==> config.mk <==
export PLATFORM = sky130hd
export DESIGN_NAME = pll_lock_reset_seq
export DESIGN_NICKNAME = d
export VERILOG_FILES = /design/src/rtl/pll_lock_reset_seq_pkg.sv /design/src/rtl/pll_lock_reset_seq_lock_sync.sv /design/src/rtl/pll_lock_reset_seq.sv
export SDC_FILE = /design/constraint.sdc
export NUM_CORES = 1
export LEC_CHECK = 0
export BUFFER_PORTS_ARGS = -buffer_cell sky130_fd_sc_hd__buf_4
export CORE_ASPECT_RATIO = 1.4
export CORE_MARGIN = 2
export CORE_UTILIZATION = 53
export CTS_BUF_LIST = sky130_fd_sc_hd__clkbuf_2 sky130_fd_sc_hd__clkbuf_4 sky130_fd_sc_hd__clkbuf_8
export CTS_CLUSTER_DIAMETER = 50
export CTS_CLUSTER_SIZE = 12
export DETAILED_ROUTE_END_ITERATION = 16
export PLACE_DENSITY = 0.83
export RECOVER_POWER = 50
export SLEW_MARGIN = 25
export SYNTH_ARGS = -nofsm -noshare
export SYNTH_HDL_FRONTEND = slang
export SYNTH_SLANG_ARGS = --single-unit
==> constraint.sdc <==
create_clock -name clk -period 1.8 [get_ports clk]
set_input_delay 0.36 -clock clk [delete_from_list [all_inputs] [get_ports clk]]
set_output_delay 0.36 -clock clk [all_outputs]
set_load 0.05 [all_outputs]
==> src/rtl/pll_lock_reset_seq_pkg.sv <==
// pll_rst_pkg: shared state encoding, default parameters and counter sizing for pll_lock_reset_seq.
// Revision 1.0
`default_nettype none

package pll_rst_pkg;

  typedef enum logic [1:0] {
    ST_RESET     = 2'b00,
    ST_WAIT_LOCK = 2'b01,
    ST_HOLD      = 2'b10,
    ST_RUN       = 2'b11
  } state_t;

  localparam int DEF_SYNC_STAGES   = 2;
  localparam int DEF_FILTER_CYCLES = 1024;
  localparam int DEF_HOLD_CYCLES   = 16;
  localparam int DEF_LOSS_W        = 8;

  // The shared counter only has to reach the larger of the two windows.
  function automatic int cnt_width(input int filter_cycles, input int hold_cycles);
    int largest;
    largest = (filter_cycles > hold_cycles) ? filter_cycles : hold_cycles;
    return $clog2(largest + 1);
  endfunction

endpackage

`default_nettype wire

==> src/rtl/pll_lock_reset_seq_lock_sync.sv <==
// lock_sync: multi-flop synchronizer for the asynchronous PLL lock, synchronously cleared.
// Revision 1.0
`default_nettype none

module lock_sync #(
  parameter int STAGES = 2
) (
  input  logic clk,
  input  logic rst,
  input  logic d,
  output logic q
);

  logic [STAGES-1:0] sync_ff;

  always_ff @(posedge clk) begin
    if (rst) begin
      sync_ff <= '0;
    end else begin
      sync_ff <= {sync_ff[STAGES-2:0], d};
    end
  end

  assign q = sync_ff[STAGES-1];

endmodule

`default_nettype wire

==> src/rtl/pll_lock_reset_seq.sv <==
// pll_lock_reset_seq: filters PLL lock into a clean synchronous reset with hold-off and loss counting.
// Revision 1.0
`default_nettype none

module pll_lock_reset_seq
  import pll_rst_pkg::*;
#(
  parameter int SYNC_STAGES   = DEF_SYNC_STAGES,
  parameter int FILTER_CYCLES = DEF_FILTER_CYCLES,
  parameter int HOLD_CYCLES   = DEF_HOLD_CYCLES,
  parameter int LOSS_W        = DEF_LOSS_W
) (
  input  logic              clk,
  input  logic              rst,
  input  logic              lock_i,
  input  logic              rst_req,
  output logic              rst_out,
  output logic              ready,
  output logic [1:0]        state_o,
  output logic [LOSS_W-1:0] lock_lost_cnt
);

  localparam int CNT_W = cnt_width(FILTER_CYCLES, HOLD_CYCLES);
  localparam logic [CNT_W-1:0] FILT_LAST = CNT_W'(FILTER_CYCLES - 1);
  localparam logic [CNT_W-1:0] HOLD_LAST = CNT_W'(HOLD_CYCLES - 1);

  logic             lock_s;
  state_t           state;
  state_t           state_nxt;
  logic [CNT_W-1:0] cnt;
  logic [CNT_W-1:0] cnt_nxt;
  logic             loss_inc;

  lock_sync #(
    .STAGES (SYNC_STAGES)
  ) u_lock_sync (
    .clk (clk),
    .rst (rst),
    .d   (lock_i),
    .q   (lock_s)
  );

  always_comb begin
    state_nxt = state;
    cnt_nxt   = cnt;
    loss_inc  = 1'b0;
    case (state)
      ST_RESET: begin
        state_nxt = ST_WAIT_LOCK;
        cnt_nxt   = '0;
      end
      ST_WAIT_LOCK: begin
        if (!lock_s) begin
          cnt_nxt = '0;
        end else if (cnt == FILT_LAST) begin
          state_nxt = ST_HOLD;
          cnt_nxt   = '0;
        end else begin
          cnt_nxt = cnt + 1'b1;
        end
      end
      ST_HOLD: begin
        // Losing lock during hold-off goes back to filtering and is not a counted loss.
        if (!lock_s) begin
          state_nxt = ST_WAIT_LOCK;
          cnt_nxt   = '0;
        end else if (rst_req) begin
          cnt_nxt = '0;
        end else if (cnt == HOLD_LAST) begin
          state_nxt = ST_RUN;
          cnt_nxt   = '0;
        end else begin
          cnt_nxt = cnt + 1'b1;
        end
      end
      ST_RUN: begin
        if (!lock_s) begin
          state_nxt = ST_WAIT_LOCK;
          cnt_nxt   = '0;
          loss_inc  = 1'b1;
        end else if (rst_req) begin
          state_nxt = ST_HOLD;
          cnt_nxt   = '0;
        end
      end
      default: begin
        state_nxt = ST_RESET;
        cnt_nxt   = '0;
      end
    endcase
  end

  // Outputs are registered from the next state so they move on the same edge as state.
  always_ff @(posedge clk) begin
    if (rst) begin
      state         <= ST_RESET;
      cnt           <= '0;
      rst_out       <= 1'b1;
      ready         <= 1'b0;
      lock_lost_cnt <= '0;
    end else begin
      state   <= state_nxt;
      cnt     <= cnt_nxt;
      rst_out <= (state_nxt != ST_RUN);
      ready   <= (state_nxt == ST_RUN);
      if (loss_inc && (lock_lost_cnt != {LOSS_W{1'b1}})) begin
        lock_lost_cnt <= lock_lost_cnt + 1'b1;
      end
    end
  end

  assign state_o = state;

endmodule

`default_nettype wire

==> impl_results.md <==
- Status: finished with violations
- Failing checks: negative setup slack
- Initial antenna violation count: 0
- Post-synthesis sequential area ratio: 0.376
- Most frequent cells in the layout: buf_4 (34), nor2_1 (21), dfxtp_1 (20)
- EDFF count, synth: 0
- Mapped Nets: 161
- Setup violators final: 4
- Pins Over Slew Limit: 0
- Synth Cell Area: around 1300 sq um
- CTS sink cnt: 25
- Initial Util: 0.556
- # DRC: 0
- Fin area: between 1500 and 2000 sq um
- Clk Latency, worst-skew pair: 0.32 ns
- Critical Path Source: cnt[5]$_SDFFE_PP0P_
- Critical Path Sink Type: flip-flop
- Placer congestion estimate: just under 1
- Total Routing Usage GR: 0.244
- Power Dens Cells: 548 nW/um^2
- Routed len/inst: between 10 and 15 microns
- DRT antenna net count: 0
- Drt pass-1 iters: 4
- Maximum vdd drop: 0.000415 V
- I/O Pins: 16
- Gr ovfl total: 0
- Startpoint Class: flip-flop
- Hold Path Class: in2reg
- Hold_buf cts: 0
- Max-Cap Viols: 0
- Power after layout: 0.943 mW
- Static Leak: 0.651 nW
- Number of H-tree levels: 1
- HPWL Detailed: 2260 microns
- CTS clock-pin slew for the worst setup and hold paths: 0.13 ns
- Unrepaired setup endpoints after global routing: true
- Largest net degree at the start of global routing: 22
- Commonest non-fill, non-tap cell in the layout: buf_4
- Syn Area/Cell: roughly 8.8 sq um
- Top_reg_cell synth: dfxtp_1
- First-pass GRT wire length: 5440 microns
- Worst hold start: lock_i
- Core ar.: 2390 sq um
- Overall die height: roughly 63 microns
- Post-route setup slack: -0.0611 ns
- Synth Instances: roughly 150
- Share of cells above drive strength 1: 0.332
- Die span in x: around 46 microns
- Actual slew at the worst max-slew pin: 0.379 ns
- Unique masters post-synth: 42
- CTS tree: yes
- Hold Fails Final Rpt: 0
- Final Net Count: 198
- Routed WL: 3090 microns
- Clock Path Buffers: 2
- Total CTS buffers: 3
- Vias after detailed routing: 1,275
- Synth-to-layout area growth: 29.4%
- Clk_skew: 0.00237 ns
- IO Port Bufs: 15
- Tcrit/Tclk final: 1.03
- Root Driver: clkbuf_4
- Crit path DAT: 2.09 ns
- R2r startpoint: cnt[5]$_SDFFE_PP0P_
- Via-to-Cell Ratio: 5.77
- Max Fclk: 0.537 GHz
- Area of the multi-input gates: 862 sq um
- Reg area: 512 sq um
- Placed cell area: 1590 sq um
- Worst endpoint required time: between 2 and 2.5 ns
- Yosys warning total: 0
- Vias in the first global route: 1,291
- Kind of critical path: reg2reg
- Std-Cell Rows: 21
- Final worst path period need: 1.86 ns
- FF+latch count, synth: 25
- Antenna Cells: 0
- Die ar.: about 2900 sq um
- Max-slew headroom: 0.746
- Asr flop ratio synth: 0
- Maximum fanout along the worst path: 4
- Starting DRT DRC Count: 35
- Fillers: 178
[critical path: stages (launching register included)]
cell and delay [ns]:
dfxtp_1 0.34, or4_4 0.56, o41ai_4 0.34, a211o_2 0.23, o22ai_1 0.07, a22o_1 0.23
[report_power, final]
| part | total, mW | leakage [nW] | switching, mW | internal [mW] |
|---|---|---|---|---|
| sequential | 0.565 | 0.205 | 0.00653 | 0.558 |
| clock | 0.273 | 0.0184 | 0.171 | 0.102 |
| combinational | 0.105 | 0.427 | 0.0616 | 0.0437 |
| total | 0.943 | 0.651 | 0.239 | 0.704 |
[sequential cells by signal (all words and copies together), names as in the netlist]
register,flops
cnt,11
lock_lost_cnt,8
ready,1
rst_out,1
state_o,2
u_lock_sync.sync_ff,2
[cell families (layout without fill, tap and decap cells)]
logic type / Yosys count / count (layout) / share of synthesized area
AO/OA/AOI/OAI: 36 / 36 / 0.203
XOR/XNOR: 6 / 6 / 0.0395
adder cells (fa/ha/maj): 6 / 6 / 0.0564
buffers and inverters: 7 / 43 / 0.0254
flip-flops: 25 / 25 / 0.376
multiplexers: 2 / 2 / 0.0151
AND/OR/NAND/NOR: 69 / 69 / 0.284
[path summary, 6_finish.rpt]
check	end	slack (ns)	depth (start not counted)
hold / removal	u_lock_sync.sync_ff[0]$_SDFF_PP0_	0.24	2
setup / recovery	cnt[5]$_SDFFE_PP0P_	-0.06	5
setup reg to reg	cnt[5]$_SDFFE_PP0P_	-0.06	5
hold reg to reg	u_lock_sync.sync_ff[1]$_SDFF_PP0_	0.46	1
[per-layer routing]
layer / vias up / global-route usage / wire, microns / part of all wire
li1: 628 / - / - / -
met1: 609 / 0.276 / 1280 / 0.41
met2: 28 / 0.411 / 1640 / 0.53
met3: 10 / 0.0344 / 78 / 0.025
met4: 0 / 0.136 / 89 / 0.029
met5: - / 0 / 0 / 0
[metrics by stage]
step           TNS (ns)  utilization  hold WS [ns]  setup WS (ns)  cells
3_5_place_dp     -0.357        0.666         0.428         -0.130    212
6_report         -0.133        0.720         0.236        -0.0611    221
4_1_cts          -0.158        0.692         0.242        -0.0599    218
2_1_floorplan         0            -         0.414        0.00117    151
5_1_grt          -0.702        0.720         0.238         -0.140    221
3_3_place_gp   -0.00684        0.666         0.420       -0.00384    212
[what timing repair did]
action                                  4_1_cts  5_1_grt
pin swaps                                     2        3
buffers inserted                              2        3
gates resized for setup                       5       12
endpoints found under the setup margin        6       15
[synthesized netlist by cell type (2+ instances only)]
cell type   n  area share
a211o_2     2       0.015
a211oi_1    2       0.011
a21oi_1     9       0.034
a22o_1      4       0.026
a311oi_1    2       0.013
and3_1      4       0.019
and4_1      3       0.020
dfxtp_1    25        0.38
ha_1        6       0.056
inv_1       5       0.014
mux2i_1     2       0.015
nand2_1     7       0.020
nand2b_1    2      0.0094
nand3_1     6       0.023
nand3b_1    2       0.011
nand4_1     3       0.014
nor2_1     21       0.059
nor2b_1     7       0.033
nor3_1      2      0.0075
o21ai_0     7       0.026
o22ai_1     4       0.019
or3_1       2      0.0094
xnor2_1     3       0.020
xor2_1      3       0.020
[area by class of cell]
| class | instances | share of cell area |
|---|---|---|
| repair buffers | 34 | 0.148 |
| flip-flops and latches | 25 | 0.297 |
| inverters | 5 | 0.0109 |
| well taps | 34 | 0.0247 |
| multi-input cells | 119 | 0.501 |
| clock buffers | 4 | 0.0175 |
Note: power is estimated with default switching activity, not from simulation.
